===== config.mk =====
export PLATFORM = sky130hd
export DESIGN_NAME = pipe_cmd_bridge_flat
export DESIGN_NICKNAME = d
export VERILOG_FILES = /design/src/rtl/pipe_cmd_bridge_if.sv /design/src/rtl/pipe_cmd_bridge.sv /design/src/flat_wrapper.sv
export SDC_FILE = /design/constraint.sdc
export NUM_CORES = 1
export LEC_CHECK = 0
export CAP_MARGIN = 20
export CORE_ASPECT_RATIO = 0.7
export CORE_MARGIN = 10
export CORE_UTILIZATION = 65
export CTS_CLUSTER_SIZE = 14
export DETAILED_ROUTE_END_ITERATION = 12
export DONT_BUFFER_PORTS = 1
export GPL_TIMING_DRIVEN = 0
export MAX_ROUTING_LAYER = met4
export PLACE_DENSITY_LB_ADDON = 0.1
export SLEW_MARGIN = 20
export SYNTH_ARGS = -nofsm -noshare
export SYNTH_HDL_FRONTEND = slang
export SYNTH_SLANG_ARGS = --single-unit

===== constraint.sdc =====
create_clock -name sys_clk -period 5.29 [get_ports sys_clk]
set_input_delay 1.058 -clock sys_clk [delete_from_list [all_inputs] [get_ports sys_clk]]
set_output_delay 1.058 -clock sys_clk [all_outputs]
set_load 0.02 [all_outputs]

===== src/rtl/pipe_cmd_bridge_if.sv =====
// rtl/pipe_cmd_bridge_if.sv - host pipe / sequencer signal bundle for pipe_cmd_bridge
// Ports (bridge side = master):
//   rx_byte/rx_valid -> rx_ready                    host command byte stream in
//   cmd_valid/cmd_type/cmd_tag/cmd_length/
//   cmd_address/cmd_data/cmd_known <- cmd_ack       held command record out
//   rsp_valid/rsp_type/rsp_status/rsp_tag/
//   rsp_read_data -> rsp_ready                      response fields in
//   tx_byte/tx_valid <- tx_ready                    host response byte stream out
//   rx_err_cnt                                      timed-out frame counter out
interface pipe_cmd_bridge_if;
  logic [7:0]  rx_byte;
  logic        rx_valid;
  logic        rx_ready;
  logic        cmd_valid;
  logic [7:0]  cmd_type;
  logic [7:0]  cmd_tag;
  logic [15:0] cmd_length;
  logic [31:0] cmd_address;
  logic [31:0] cmd_data;
  logic        cmd_known;
  logic        cmd_ack;
  logic        rsp_valid;
  logic        rsp_ready;
  logic [7:0]  rsp_type;
  logic [7:0]  rsp_status;
  logic [7:0]  rsp_tag;
  logic [31:0] rsp_read_data;
  logic [7:0]  tx_byte;
  logic        tx_valid;
  logic        tx_ready;
  logic [7:0]  rx_err_cnt;

  modport master (
    input  rx_byte, rx_valid, cmd_ack,
    input  rsp_valid, rsp_type, rsp_status, rsp_tag, rsp_read_data, tx_ready,
    output rx_ready, cmd_valid, cmd_type, cmd_tag, cmd_length, cmd_address, cmd_data, cmd_known,
    output rsp_ready, tx_byte, tx_valid, rx_err_cnt
  );

  modport slave (
    output rx_byte, rx_valid, cmd_ack,
    output rsp_valid, rsp_type, rsp_status, rsp_tag, rsp_read_data, tx_ready,
    input  rx_ready, cmd_valid, cmd_type, cmd_tag, cmd_length, cmd_address, cmd_data, cmd_known,
    input  rsp_ready, tx_byte, tx_valid, rx_err_cnt
  );
endinterface


===== src/rtl/pipe_cmd_bridge.sv =====
// rtl/pipe_cmd_bridge.sv - 12-byte command deserialiser / response serialiser bridge
// Ports:
//   sys_clk    single clock
//   sys_rst_n  asynchronous active-low reset
//   bus        pipe_cmd_bridge_if.master (rx stream, command record, response fields, tx stream)
// Params: RX_TIMEOUT idle cycles before a partial command frame is dropped,
//         TS_WIDTH free-running timestamp width (low 32 bits go out in responses)
module pipe_cmd_bridge #(
  parameter int RX_TIMEOUT = 1000,
  parameter int TS_WIDTH   = 32
) (
  input  logic                sys_clk,
  input  logic                sys_rst_n,
  pipe_cmd_bridge_if.master   bus
);

  localparam int IDLE_W = $clog2(RX_TIMEOUT + 1);

  typedef enum logic {RX_ASSEMBLE, RX_HOLD} rx_state_t;
  typedef enum logic {TX_IDLE, TX_SEND} tx_state_t;

  rx_state_t           rx_state;
  logic [3:0]          rx_idx;
  logic [87:0]         rx_buf;
  logic [IDLE_W-1:0]   idle_cnt;
  logic                cmd_valid_q;
  logic [7:0]          cmd_type_q;
  logic [7:0]          cmd_tag_q;
  logic [15:0]         cmd_length_q;
  logic [31:0]         cmd_address_q;
  logic [31:0]         cmd_data_q;
  logic [7:0]          err_cnt_q;

  tx_state_t           tx_state;
  logic [3:0]          tx_idx;
  logic [87:0]         tx_shift;
  logic [7:0]          tx_byte_q;
  logic                tx_valid_q;
  logic                rsp_ready_q;
  logic [TS_WIDTH-1:0] ts_cnt;

  logic rx_accept;
  logic cmd_known_c;

  assign rx_accept = bus.rx_valid & ~cmd_valid_q;

  // Bytes shift in at the top so that after bytes 0..10 byte k sits at rx_buf[8k+:8];
  // byte 11 is taken straight from rx_byte when the record loads.
  always_ff @(posedge sys_clk or negedge sys_rst_n) begin
    if (!sys_rst_n) begin
      rx_state      <= RX_ASSEMBLE;
      rx_idx        <= 4'd0;
      rx_buf        <= '0;
      idle_cnt      <= '0;
      cmd_valid_q   <= 1'b0;
      cmd_type_q    <= 8'h00;
      cmd_tag_q     <= 8'h00;
      cmd_length_q  <= 16'h0000;
      cmd_address_q <= 32'h0;
      cmd_data_q    <= 32'h0;
      err_cnt_q     <= 8'h00;
    end else begin
      case (rx_state)
        RX_ASSEMBLE: begin
          if (rx_accept) begin
            idle_cnt <= '0;
            if (rx_idx == 4'd11) begin
              cmd_type_q    <= rx_buf[7:0];
              cmd_tag_q     <= rx_buf[15:8];
              cmd_length_q  <= rx_buf[31:16];
              cmd_address_q <= rx_buf[63:32];
              cmd_data_q    <= {bus.rx_byte, rx_buf[87:64]};
              cmd_valid_q   <= 1'b1;
              rx_idx        <= 4'd0;
              rx_state      <= RX_HOLD;
            end else begin
              rx_buf <= {bus.rx_byte, rx_buf[87:8]};
              rx_idx <= rx_idx + 4'd1;
            end
          end else if (rx_idx != 4'd0) begin
            // Stale partial frame: drop it; the shift buffer is refilled by the next frame.
            if (idle_cnt == IDLE_W'(RX_TIMEOUT - 1)) begin
              idle_cnt <= '0;
              rx_idx   <= 4'd0;
              if (err_cnt_q != 8'hFF) err_cnt_q <= err_cnt_q + 8'd1;
            end else begin
              idle_cnt <= idle_cnt + 1'b1;
            end
          end
        end
        RX_HOLD: begin
          if (bus.cmd_ack) begin
            cmd_valid_q <= 1'b0;
            rx_state    <= RX_ASSEMBLE;
          end
        end
        default: rx_state <= RX_ASSEMBLE;
      endcase
    end
  end

  always_ff @(posedge sys_clk or negedge sys_rst_n) begin
    if (!sys_rst_n) ts_cnt <= '0;
    else            ts_cnt <= ts_cnt + TS_WIDTH'(1);
  end

  // tx_byte holds the byte on offer; tx_shift holds the remaining bytes, next one lowest.
  always_ff @(posedge sys_clk or negedge sys_rst_n) begin
    if (!sys_rst_n) begin
      tx_state    <= TX_IDLE;
      tx_idx      <= 4'd0;
      tx_shift    <= '0;
      tx_byte_q   <= 8'h00;
      tx_valid_q  <= 1'b0;
      rsp_ready_q <= 1'b1;
    end else begin
      case (tx_state)
        TX_IDLE: begin
          if (bus.rsp_valid && rsp_ready_q) begin
            tx_shift    <= {ts_cnt[31:0], bus.rsp_read_data, 8'h00, bus.rsp_status, bus.rsp_tag};
            tx_byte_q   <= bus.rsp_type;
            tx_valid_q  <= 1'b1;
            tx_idx      <= 4'd0;
            rsp_ready_q <= 1'b0;
            tx_state    <= TX_SEND;
          end
        end
        TX_SEND: begin
          if (bus.tx_ready) begin
            if (tx_idx == 4'd11) begin
              tx_valid_q  <= 1'b0;
              rsp_ready_q <= 1'b1;
              tx_state    <= TX_IDLE;
            end else begin
              tx_byte_q <= tx_shift[7:0];
              tx_shift  <= {8'h00, tx_shift[87:8]};
              tx_idx    <= tx_idx + 4'd1;
            end
          end
        end
        default: tx_state <= TX_IDLE;
      endcase
    end
  end

  always_comb begin
    cmd_known_c = 1'b0;
    case (cmd_type_q)
      8'h01, 8'h02, 8'h03, 8'h04, 8'h10, 8'h11, 8'hFF: cmd_known_c = 1'b1;
      default: cmd_known_c = 1'b0;
    endcase
  end

  assign bus.rx_ready    = ~cmd_valid_q;
  assign bus.cmd_valid   = cmd_valid_q;
  assign bus.cmd_type    = cmd_type_q;
  assign bus.cmd_tag     = cmd_tag_q;
  assign bus.cmd_length  = cmd_length_q;
  assign bus.cmd_address = cmd_address_q;
  assign bus.cmd_data    = cmd_data_q;
  assign bus.cmd_known   = cmd_known_c;
  assign bus.rsp_ready   = rsp_ready_q;
  assign bus.tx_byte     = tx_byte_q;
  assign bus.tx_valid    = tx_valid_q;
  assign bus.rx_err_cnt  = err_cnt_q;

endmodule


===== src/flat_wrapper.sv =====
// flat-port wrapper written by rule: the top's interface ports become plain ports
module pipe_cmd_bridge_flat 
#(
  parameter int RX_TIMEOUT = 1000,
  parameter int TS_WIDTH   = 32
)
  (sys_clk, sys_rst_n, bus_rx_byte, bus_rx_valid, bus_cmd_ack, bus_rsp_valid, bus_rsp_type, bus_rsp_status, bus_rsp_tag, bus_rsp_read_data, bus_tx_ready, bus_rx_ready, bus_cmd_valid, bus_cmd_type, bus_cmd_tag, bus_cmd_length, bus_cmd_address, bus_cmd_data, bus_cmd_known, bus_rsp_ready, bus_tx_byte, bus_tx_valid, bus_rx_err_cnt);
  pipe_cmd_bridge_if bus_i ();
  input  logic sys_clk;
  input  logic sys_rst_n;
  input wire logic [$bits(bus_i.rx_byte)-1:0] bus_rx_byte;
  input wire logic [$bits(bus_i.rx_valid)-1:0] bus_rx_valid;
  input wire logic [$bits(bus_i.cmd_ack)-1:0] bus_cmd_ack;
  input wire logic [$bits(bus_i.rsp_valid)-1:0] bus_rsp_valid;
  input wire logic [$bits(bus_i.rsp_type)-1:0] bus_rsp_type;
  input wire logic [$bits(bus_i.rsp_status)-1:0] bus_rsp_status;
  input wire logic [$bits(bus_i.rsp_tag)-1:0] bus_rsp_tag;
  input wire logic [$bits(bus_i.rsp_read_data)-1:0] bus_rsp_read_data;
  input wire logic [$bits(bus_i.tx_ready)-1:0] bus_tx_ready;
  output wire logic [$bits(bus_i.rx_ready)-1:0] bus_rx_ready;
  output wire logic [$bits(bus_i.cmd_valid)-1:0] bus_cmd_valid;
  output wire logic [$bits(bus_i.cmd_type)-1:0] bus_cmd_type;
  output wire logic [$bits(bus_i.cmd_tag)-1:0] bus_cmd_tag;
  output wire logic [$bits(bus_i.cmd_length)-1:0] bus_cmd_length;
  output wire logic [$bits(bus_i.cmd_address)-1:0] bus_cmd_address;
  output wire logic [$bits(bus_i.cmd_data)-1:0] bus_cmd_data;
  output wire logic [$bits(bus_i.cmd_known)-1:0] bus_cmd_known;
  output wire logic [$bits(bus_i.rsp_ready)-1:0] bus_rsp_ready;
  output wire logic [$bits(bus_i.tx_byte)-1:0] bus_tx_byte;
  output wire logic [$bits(bus_i.tx_valid)-1:0] bus_tx_valid;
  output wire logic [$bits(bus_i.rx_err_cnt)-1:0] bus_rx_err_cnt;
  assign bus_i.rx_byte = bus_rx_byte;
  assign bus_i.rx_valid = bus_rx_valid;
  assign bus_i.cmd_ack = bus_cmd_ack;
  assign bus_i.rsp_valid = bus_rsp_valid;
  assign bus_i.rsp_type = bus_rsp_type;
  assign bus_i.rsp_status = bus_rsp_status;
  assign bus_i.rsp_tag = bus_rsp_tag;
  assign bus_i.rsp_read_data = bus_rsp_read_data;
  assign bus_i.tx_ready = bus_tx_ready;
  assign bus_rx_ready = bus_i.rx_ready;
  assign bus_cmd_valid = bus_i.cmd_valid;
  assign bus_cmd_type = bus_i.cmd_type;
  assign bus_cmd_tag = bus_i.cmd_tag;
  assign bus_cmd_length = bus_i.cmd_length;
  assign bus_cmd_address = bus_i.cmd_address;
  assign bus_cmd_data = bus_i.cmd_data;
  assign bus_cmd_known = bus_i.cmd_known;
  assign bus_rsp_ready = bus_i.rsp_ready;
  assign bus_tx_byte = bus_i.tx_byte;
  assign bus_tx_valid = bus_i.tx_valid;
  assign bus_rx_err_cnt = bus_i.rx_err_cnt;
  pipe_cmd_bridge #(.RX_TIMEOUT(RX_TIMEOUT), .TS_WIDTH(TS_WIDTH)) u_core (.sys_clk(sys_clk), .sys_rst_n(sys_rst_n), .bus(bus_i));
endmodule

Yosys cells after proc, flatten, opt, wreduce, memory -nomap -nowiden
Cells that the tools add are included.
Storage, ports and cells
  register bits: 343
  input bits: 70
  output and inout bits: 117
  word-level logic and storage cells: 100
Operators by class
  add/sub/neg operators: 5
  eq/ne operators: 18
  mux-type cells: 40
  bitwise operators: 6
  reduce and logical (&&, ||, !) cells: 13
Operators with widths (number)
  $mux 88: 3
  $pmux 88 s2: 1
  $add 32x1->32 const B: 1
  $mux 10: 3
  $mux 4: 7
  $mux 8: 3
  $reduce_and 3->1: 6
  $eq 8x2->1 const B: 2
  $eq 8x5->1 const B: 2
  $mux 1: 16
  $pmux 8 s2: 1
  $add 10x1->10 const B: 1
  $eq 10x10->1 const B: 1
  $pmux 1 s2: 5
  $add 4x1->4 const B: 2
  $add 8x1->8 const B: 1
  $eq 4x4->1 const B: 2
  $eq 8x1->1 const B: 1
  $eq 8x3->1 const B: 1
  $eq 8x8->1 const B: 1
  $ne 2x2->1 const B: 4
  $ne 8x8->1 const B: 1
  $pmux 4 s2: 1
  $reduce_or 7->1: 1
  other kinds (8): 15

Depth between registers and ports, before layout
Gate-level depths: netlist of run 1.
  depth after elaboration: 4
  gate-level depth with buffers: 8
  depth with buffers taken out: 6

Worst setup path before layout of run 1
Ideal clock, no wire load.
  kind: register to output
  start: reg u_core.cmd_type_q[3], in the netlist u_core.bus.cmd_type[3]
  end: out bus_cmd_known
  data arrival time: 1.600 ns
  data required time: 4.232 ns
  path slack: 2.632 ns
  cell stages (with the launch flop): 3
  buffers on the path: 0
  cells stage by stage: dfrtp_1 -> or4_1 -> o31ai_1
Between the ends
  longest elaborated chain between the ends: 3
  elaborated cells between the ends (all ways): 9
  those cells by class: 7 x eq/ne; 1 x mux; 1 x reduce/logical
Ends and longest elaborated chain
  from (decl): RTL line pipe_cmd_bridge.sv:27  | logic [7:0] cmd_type_q;
  from (signal assigned): RTL line pipe_cmd_bridge.sv:68  | cmd_type_q <= rx_buf[7:0];
  $eq 8x1->1 (tied with other cells): RTL line pipe_cmd_bridge.sv:148  | case (cmd_type_q)
  $reduce_or 7->1 *: RTL line pipe_cmd_bridge.sv:148
  $mux 1 *: RTL line pipe_cmd_bridge.sv:148
  to (decl): RTL line flat_wrapper.sv:27  | output wire logic [$bits(bus_i.cmd_known)-1:0] bus_cmd_known;
Every way passes the cells marked *; elsewhere a longest branch is shown, timed or not.

Worst setup path in the final report of run 1
Same ends and word-level chain as after synthesis.

==> run_results.csv, run 1 <==
group,metric,value,unit
power,powerDensity,480,nW/µm²
cells_and_area,syn2layout_area_growth,9.75,%
global_route,grt_util_met1,31.0,%
timing,hold_violations,0,
clocking,cts-resized-gates,0,
yosys,synth_top_cells_by_area,"dfrtp_1, mux2_2, mux2i_1",
global_route,grt_pass1_wl,48.0,mm
global_route,grt_antenna_before_repair,0,
timing,relSlewSlack,49.1,%
floorplan,die_y,143,µm
worst_setup_path,critPathMaxFanout,4,
yosys,ys_seq_elements,343,
worst_setup_path,crit_type,"flip-flop to primary output",
timing,skew,0.0142,ns
yosys,synth-edff-count,0,
clocking,path_clk_slew,0.06,ns
clocking,post_cts_buffers,0,
power,ir_drop,0.322,mV
timing,setup_viol,0,
timing,layout_min_cycle_time,3.31,ns
clocking,cts_buffers,34,
place,dp_slack,2.50,ns
global_route,use_met3,6.94,%
power,power,7.46,mW
worst_setup_path,crit_slowest_cell,"o31ai_1",
clocking,clock-sinks,343,
floorplan,die_w,196,µm
clocking,htreeDepth,2,
routing,drt_wl_total,29.8,mm
clocking,clk_latency,0.50,ns
routing,drt_iter0_drc,569,
timing,tightest_slew,0.757,ns
floorplan,core_area,21600,µm²
clocking,ctsLongestPathBuffers,3,
yosys,ys_seq_area_share,60.6,%
cells_and_area,regArea,8580,µm²
worst_setup_path,crit_buf_inv,0,
cells_and_area,multi_input_area,5230,µm²
routing,drc,0,
run,drv_cap,0,
hold_path,hp-class,"input port to async pin",
worst_setup_path,critPathTopFamily,"compound AO/OA/AOI/OAI gates",
clocking,root_buffer,"clkbuf_16",
global_route,grt_overflow,0,
place,gp_congestion,0.830,
routing,antenna_left,0,
global_route,grt.busiest_layer,"met1",
worst_setup_path,cp.arrival,2.25,ns
place,dp_cells,1364,
global_route,grt_max_degree,344,
timing,fin_crit_sh,62.6,%
clocking,cts_hold_buffers,0,
place,dpl.hpwl,21.0,mm
floorplan,die_area,28200,µm²
yosys,ys.flop_type,"dfrtp_1",
yosys,ys_async_sr_fraction,100,%
timing,rsz0062_at_grt,"no",
routing,wl_per_cell,21.0,µm
global_route,grtUsageMet2,30.2,%
timing,fin_setup_tns,0,ns
cells_and_area,instances_no_fill,1420,
yosys,synth_cell_types,62,
run_status,status,"complete, no violations",
cells_and_area,fillCellCount,1486,
timing,layout_setup_ws,1.98,ns
yosys,syn_area_per_cell,13.1,µm²
clocking,cts_tree,"done",
cells_and_area,antenna-diode-count,0,
routing,post_drt_via_cell_ratio,5.92,
floorplan,start_util,65.6,%
yosys,synthesis.area,14200,µm²
place,io_buffer_count,0,
yosys,synth_fp_nets,1158,
worst_setup_path,cp_cell_sequence,"or4_1 > o31ai_1",
yosys,synth_top_area_share,60.5,%
worst_setup_path,cp_slowest_stage_delay,0.67,ns
floorplan,num_io_pins,187,
timing,maxClockFrequency,0.302,GHz
floorplan,rows,45,
timing,slew_violations,0,
routing,vias,8406,
yosys,syn-instance-count,1082,
global_route,grt_pass1_vias,8427,
worst_setup_path,required,4.23,ns
cells_and_area,nets,1194,
worst_setup_path,end_kind,"primary output",
global_route,gr-usage-all-layers,21.9,%
worst_setup_path,startpoint_type,"flip-flop",
cells_and_area,final_layout_size_suffix_gt1_share,23.6,%
yosys,yosys.area.top_type,"dfrtp_1",
routing,firstDrtPassIters,5,
yosys,yosysWarnings,0,
power,power_leakage,7.10,nW
==> registers in the layout, summed over array words and instances (netlist names) <==
name                    flops
u_core.tx_idx               4
u_core.rx_buf              88
u_core.bus.rsp_ready        1
u_core.idle_cnt            10
u_core.bus.tx_valid         1
u_core.bus.cmd_length      16
u_core.bus.cmd_tag          8
u_core.bus.cmd_address     32
u_core.bus.cmd_type         8
u_core.ts_cnt              32
u_core.bus.rx_err_cnt       8
u_core.tx_state             1
u_core.bus.cmd_data        32
u_core.tx_shift            88
u_core.rx_state             1
u_core.bus.tx_byte          8
u_core.bus.cmd_valid        1
u_core.rx_idx               4
==> through the flow <==
step | utilization, % | hold WS, ns | cell area (µm²)
floorplan | - | 0.438 | 14200
CTS | 72.0 | 0.236 | 15500
global placement | 67.3 | 0.450 | 14500
global route | 72.0 | 0.228 | 15500
finish | 72.0 | 0.251 | 15500
detailed placement | 67.3 | 0.456 | 14500
==> power breakdown <==
part           switching, mW  internal (mW)
sequential             0.881           3.26
clock                  0.949           1.29
combinational          0.415          0.669
total                   2.24           5.21
==> layer usage <==
layer / share of wire, % / vias up
met1: 47 / 4276
li1: - / 3893
met5: 0 / -
met4: 1.7 / 0
met3: 8.2 / 35
met2: 43 / 202
==> final cells by class <==
cell class,instances,area share (%)
plain buffers,55,1.92
clock buffers,50,6.32
clock inverters,6,0.290
inverters,13,0.314
multi-input cells,671,33.6
flip-flops and latches,343,55.3
well taps,282,2.27
==> path summary, 6_finish.rpt <==
path / start / end / slack [ns] / cells after the start
setup / recovery: u_core.bus.cmd_type[3] / bus_cmd_known / 1.98 / 2
hold / removal: sys_rst_n / u_core.tx_shift[11] / 0.25 / 0
setup reg to reg: u_core.bus.cmd_valid / u_core.bus.cmd_length[8] / 3.22 / 6
hold reg to reg: u_core.tx_shift[18] / u_core.tx_shift[18] / 0.47 / 2
max in group asynchronous: sys_rst_n / u_core.rx_buf[80] / 4.51 / 0
min in group sys_clk: u_core.tx_shift[18] / u_core.tx_shift[18] / 0.47 / 2
==> Yosys cell counts, types with 2 or more instances <==
cell      number
a21oi_1        7
nand3_1       36
nor3_1         2
mux2i_1       81
inv_1         13
o21ai_0       84
o22ai_1        2
nand4_1       18
or2_2          2
xnor2_1       33
buf_2         30
mux2_1        21
mux2_2       165
a22o_1         7
and3_1        11
o21ai_1        2
nand2_1      121
and4_1         2
nor2_1        14
nor3_4         2
and2_1         2
or4_1          2
o211ai_1       2
ha_1           6
clkbuf_1      13
nor4_1         3
o21ai_2        2
dfrtp_1      342
buf_4          8
o31ai_1        2
xor2_1        11
buf_6          3
or3_1          3
nor4_4         2
==> cell usage in the layout, fill, tap and decap left out, drive strengths merged, types with 3 or more instances in the layout <==
cell type / Yosys / routed
mux2: 186 / 186
inv: 13 / 14
a21oi: 7 / 7
ha: 6 / 6
nand3: 36 / 36
mux2i: 81 / 81
xnor2: 33 / 33
clkinv: 0 / 5
nor3: 4 / 4
buf: 41 / 41
or3: 3 / 3
a22o: 7 / 7
dfrtp: 342 / 342
o21ai: 88 / 88
clkbuf: 14 / 64
nand2: 122 / 122
nor4: 5 / 5
nor2: 15 / 15
and2: 3 / 3
nand4: 19 / 19
and3: 11 / 11
xor2: 11 / 11
==> logic make-up (layout without fill, tap and decap cells) <==
group	Yosys count	in the layout	share of synthesized area, %
flops	343	343	60.6
mux	267	267	20.5
simple gates	233	233	8.21
compound gates	121	121	4.92
buf+inv	68	124	2.45
xor+xnor	44	44	2.72
fa+ha+maj	6	6	0.530
No activity file was read; power rests on OpenSTA's default activity.
==> run 2: changes to the inputs <==
- CORE_UTILIZATION: 65 -> 57
- clock period: 5.29 -> 2.75 ns (I/O delays scaled with it)
==> run_results.csv, run 2 (synthesis results as in run 1) <==
group,metric,value,unit
floorplan,rows,48,
clocking,root_buffer,"clkbuf_16",
routing,drc,0,
worst_setup_path,crit_slowest_cell,"or4_1",
floorplan,die_w,208,µm
global_route,grt_max_degree,344,
cells_and_area,design_area,15700,µm²
worst_setup_path,crit_cells,2,
timing,layout_min_cycle_time,2.60,ns
cells_and_area,antenna-diode-count,0,
timing,layout_setup_ws,0.150,ns
timing,hold_violations,342,
cells_and_area,instances_no_fill,1466,
global_route,grt_pass1_vias,8428,
global_route,gr-usage-all-layers,19.6,%
global_route,grt_util_met1,27.7,%
cells_and_area,final_cell_mix,"dfrtp_1, mux2_2, nand2_1, o21ai_0, mux2i_1",
worst_setup_path,crit_type,"flip-flop to primary output",
worst_setup_path,rr_worst_depth,5,
cells_and_area,fillCellCount,1864,
timing,tightest_slew,0.774,ns
routing,firstDrtPassIters,5,
global_route,grtUsageMet2,27.2,%
run_status,violations,"hold timing",
worst_setup_path,crit_buf_inv,0,
worst_setup_path,critPathTopFamily,"simple AND/OR/NAND/NOR gates",
worst_setup_path,end_kind,"primary output",
worst_setup_path,required,2.20,ns
routing,antenna_left,0,
timing,relSlewSlack,48.4,%
routing,drt_wl_total,30.4,mm
clocking,htreeDepth,2,
run,drv_cap,0,
global_route,grt_antenna_before_repair,0,
timing,slew_violations,0,
global_route,grt_pass1_wl,49.2,mm
power,power_leakage,7.14,nW
place,placed_cell_area,14600,µm²
power,powerDensity,935,nW/µm²
floorplan,start_util,57.6,%
cells_and_area,final_common_cell,"dfrtp_1",
global_route,use_met3,5.90,%
worst_setup_path,critPathMaxFanout,4,
cells_and_area,reg_top3,"u_core.rx_buf x88, u_core.tx_shift x88",
clocking,clk_latency,0.52,ns
worst_setup_path,cp.arrival,2.05,ns
clocking,clock-sinks,343,
timing,setup_viol,0,
power,ir_drop,0.768,mV
clocking,path_clk_slew,0.06,ns
timing,fin_setup_tns,0,ns
clocking,ctsLongestPathBuffers,3,
floorplan,die_y,152,µm
clocking,cts_tree,"done",
clocking,cts_buffers,34,
routing,vias,8359,
floorplan,num_io_pins,187,
timing,maxClockFrequency,0.385,GHz
timing,hold_ws,-0.271,ns
place,dp_cells,1407,
worst_setup_path,cp_slowest_stage_delay,0.60,ns
routing,wl_per_cell,20.7,µm
place,io_buffer_count,0,
floorplan,die_area,31600,µm²
timing,fin_crit_sh,94.5,%
run_status,status,"finished with violations",
timing,rsz0062_at_grt,"no",
hold_path,hp-class,"input port to async pin",
place,dpl.hpwl,21.3,mm
cells_and_area,syn2layout_area_growth,10.8,%
cells_and_area,final_layout_size_suffix_gt1_share,24.2,%
global_route,grt_overflow,0,
cells_and_area,nets,1194,
global_route,grt.busiest_layer,"met1",
routing,drt_iter0_drc,649,
worst_setup_path,cp_cell_sequence,"or4_1 > o31ai_2",
place,dp_slack,0.481,ns
clocking,post_cts_buffers,0,
place,gp_congestion,0.839,
timing,skew,0.0280,ns
routing,post_drt_via_cell_ratio,5.70,
worst_setup_path,startpoint_type,"flip-flop",
floorplan,core_area,24600,µm²
[run 2: cell types whose count changed in the layout (fill, tap and decap cells not counted), sizes merged]
cell	before	now
clkinv	5	3
bufinv	0	2
clkbuf	64	67
[run 2: layout make-up]
class                      instances  area, µm²  share of cell area (%)
buffer                            55        298                    1.90
clock buffer                      53       1020                    6.52
sequential                       343       8590                    54.7
multi-input combinational        671       5240                    33.4
inverter                          13       48.8                   0.311
clock inverter                     6       83.8                   0.534
tap                              325        407                    2.59
[run 2: repair_timing]
item,4_1_cts,5_1_grt
setup endpoints to repair,1,1
endpoints found under the hold margin,343,343
gates resized for setup,1,4
[run 2: stage by stage]
| step | power, mW | util [%] |
|---|---|---|
| 6_report | 14.7 | 63.9 |
| 5_1_grt | 15.4 | 63.9 |
| 4_1_cts | 14.8 | 63.8 |
| 3_5_place_dp | 10.1 | 59.3 |
| 3_3_place_gp | 10.0 | 59.3 |
| 2_1_floorplan | 9.36 | - |
[run 2: power breakdown]
part,switching (mW),leakage (nW),internal (mW),total [mW]
clock,1.88,0.545,2.75,4.63
combinational,0.797,2.06,1.30,2.10
sequential,1.68,4.54,6.27,7.95
total,4.36,7.14,10.3,14.7
[run 2: metal layers]
layer	up-vias	routed length, µm
met5	-	0
met4	0	473
met3	37	2130
met2	173	13000
met1	4264	14800
li1	3885	-
[run 2: worst register-to-register path: cells and delay by family, from the launching register on]
family | cells | cell delay (ns)
mux | 1 | 0.39
flops | 1 | 0.48
buf+inv | 2 | 0.61
simple gates | 2 | 0.49
[run 2: worst paths after layout]
kind | startpoint | slack, ns | end
worst max register to register | u_core.bus.cmd_valid | 0.66 | u_core.bus.cmd_data[29]
worst min-delay path | sys_rst_n | -0.27 | u_core.tx_shift[26]
worst max-delay path | u_core.bus.cmd_type[3] | 0.15 | bus_cmd_known
worst min register to register | u_core.tx_shift[22] | 0.47 | u_core.tx_shift[22]
min in group sys_clk | bus_tx_ready | 0.11 | u_core.tx_state
max in group asynchronous | sys_rst_n | 2.35 | u_core.rx_buf[50]
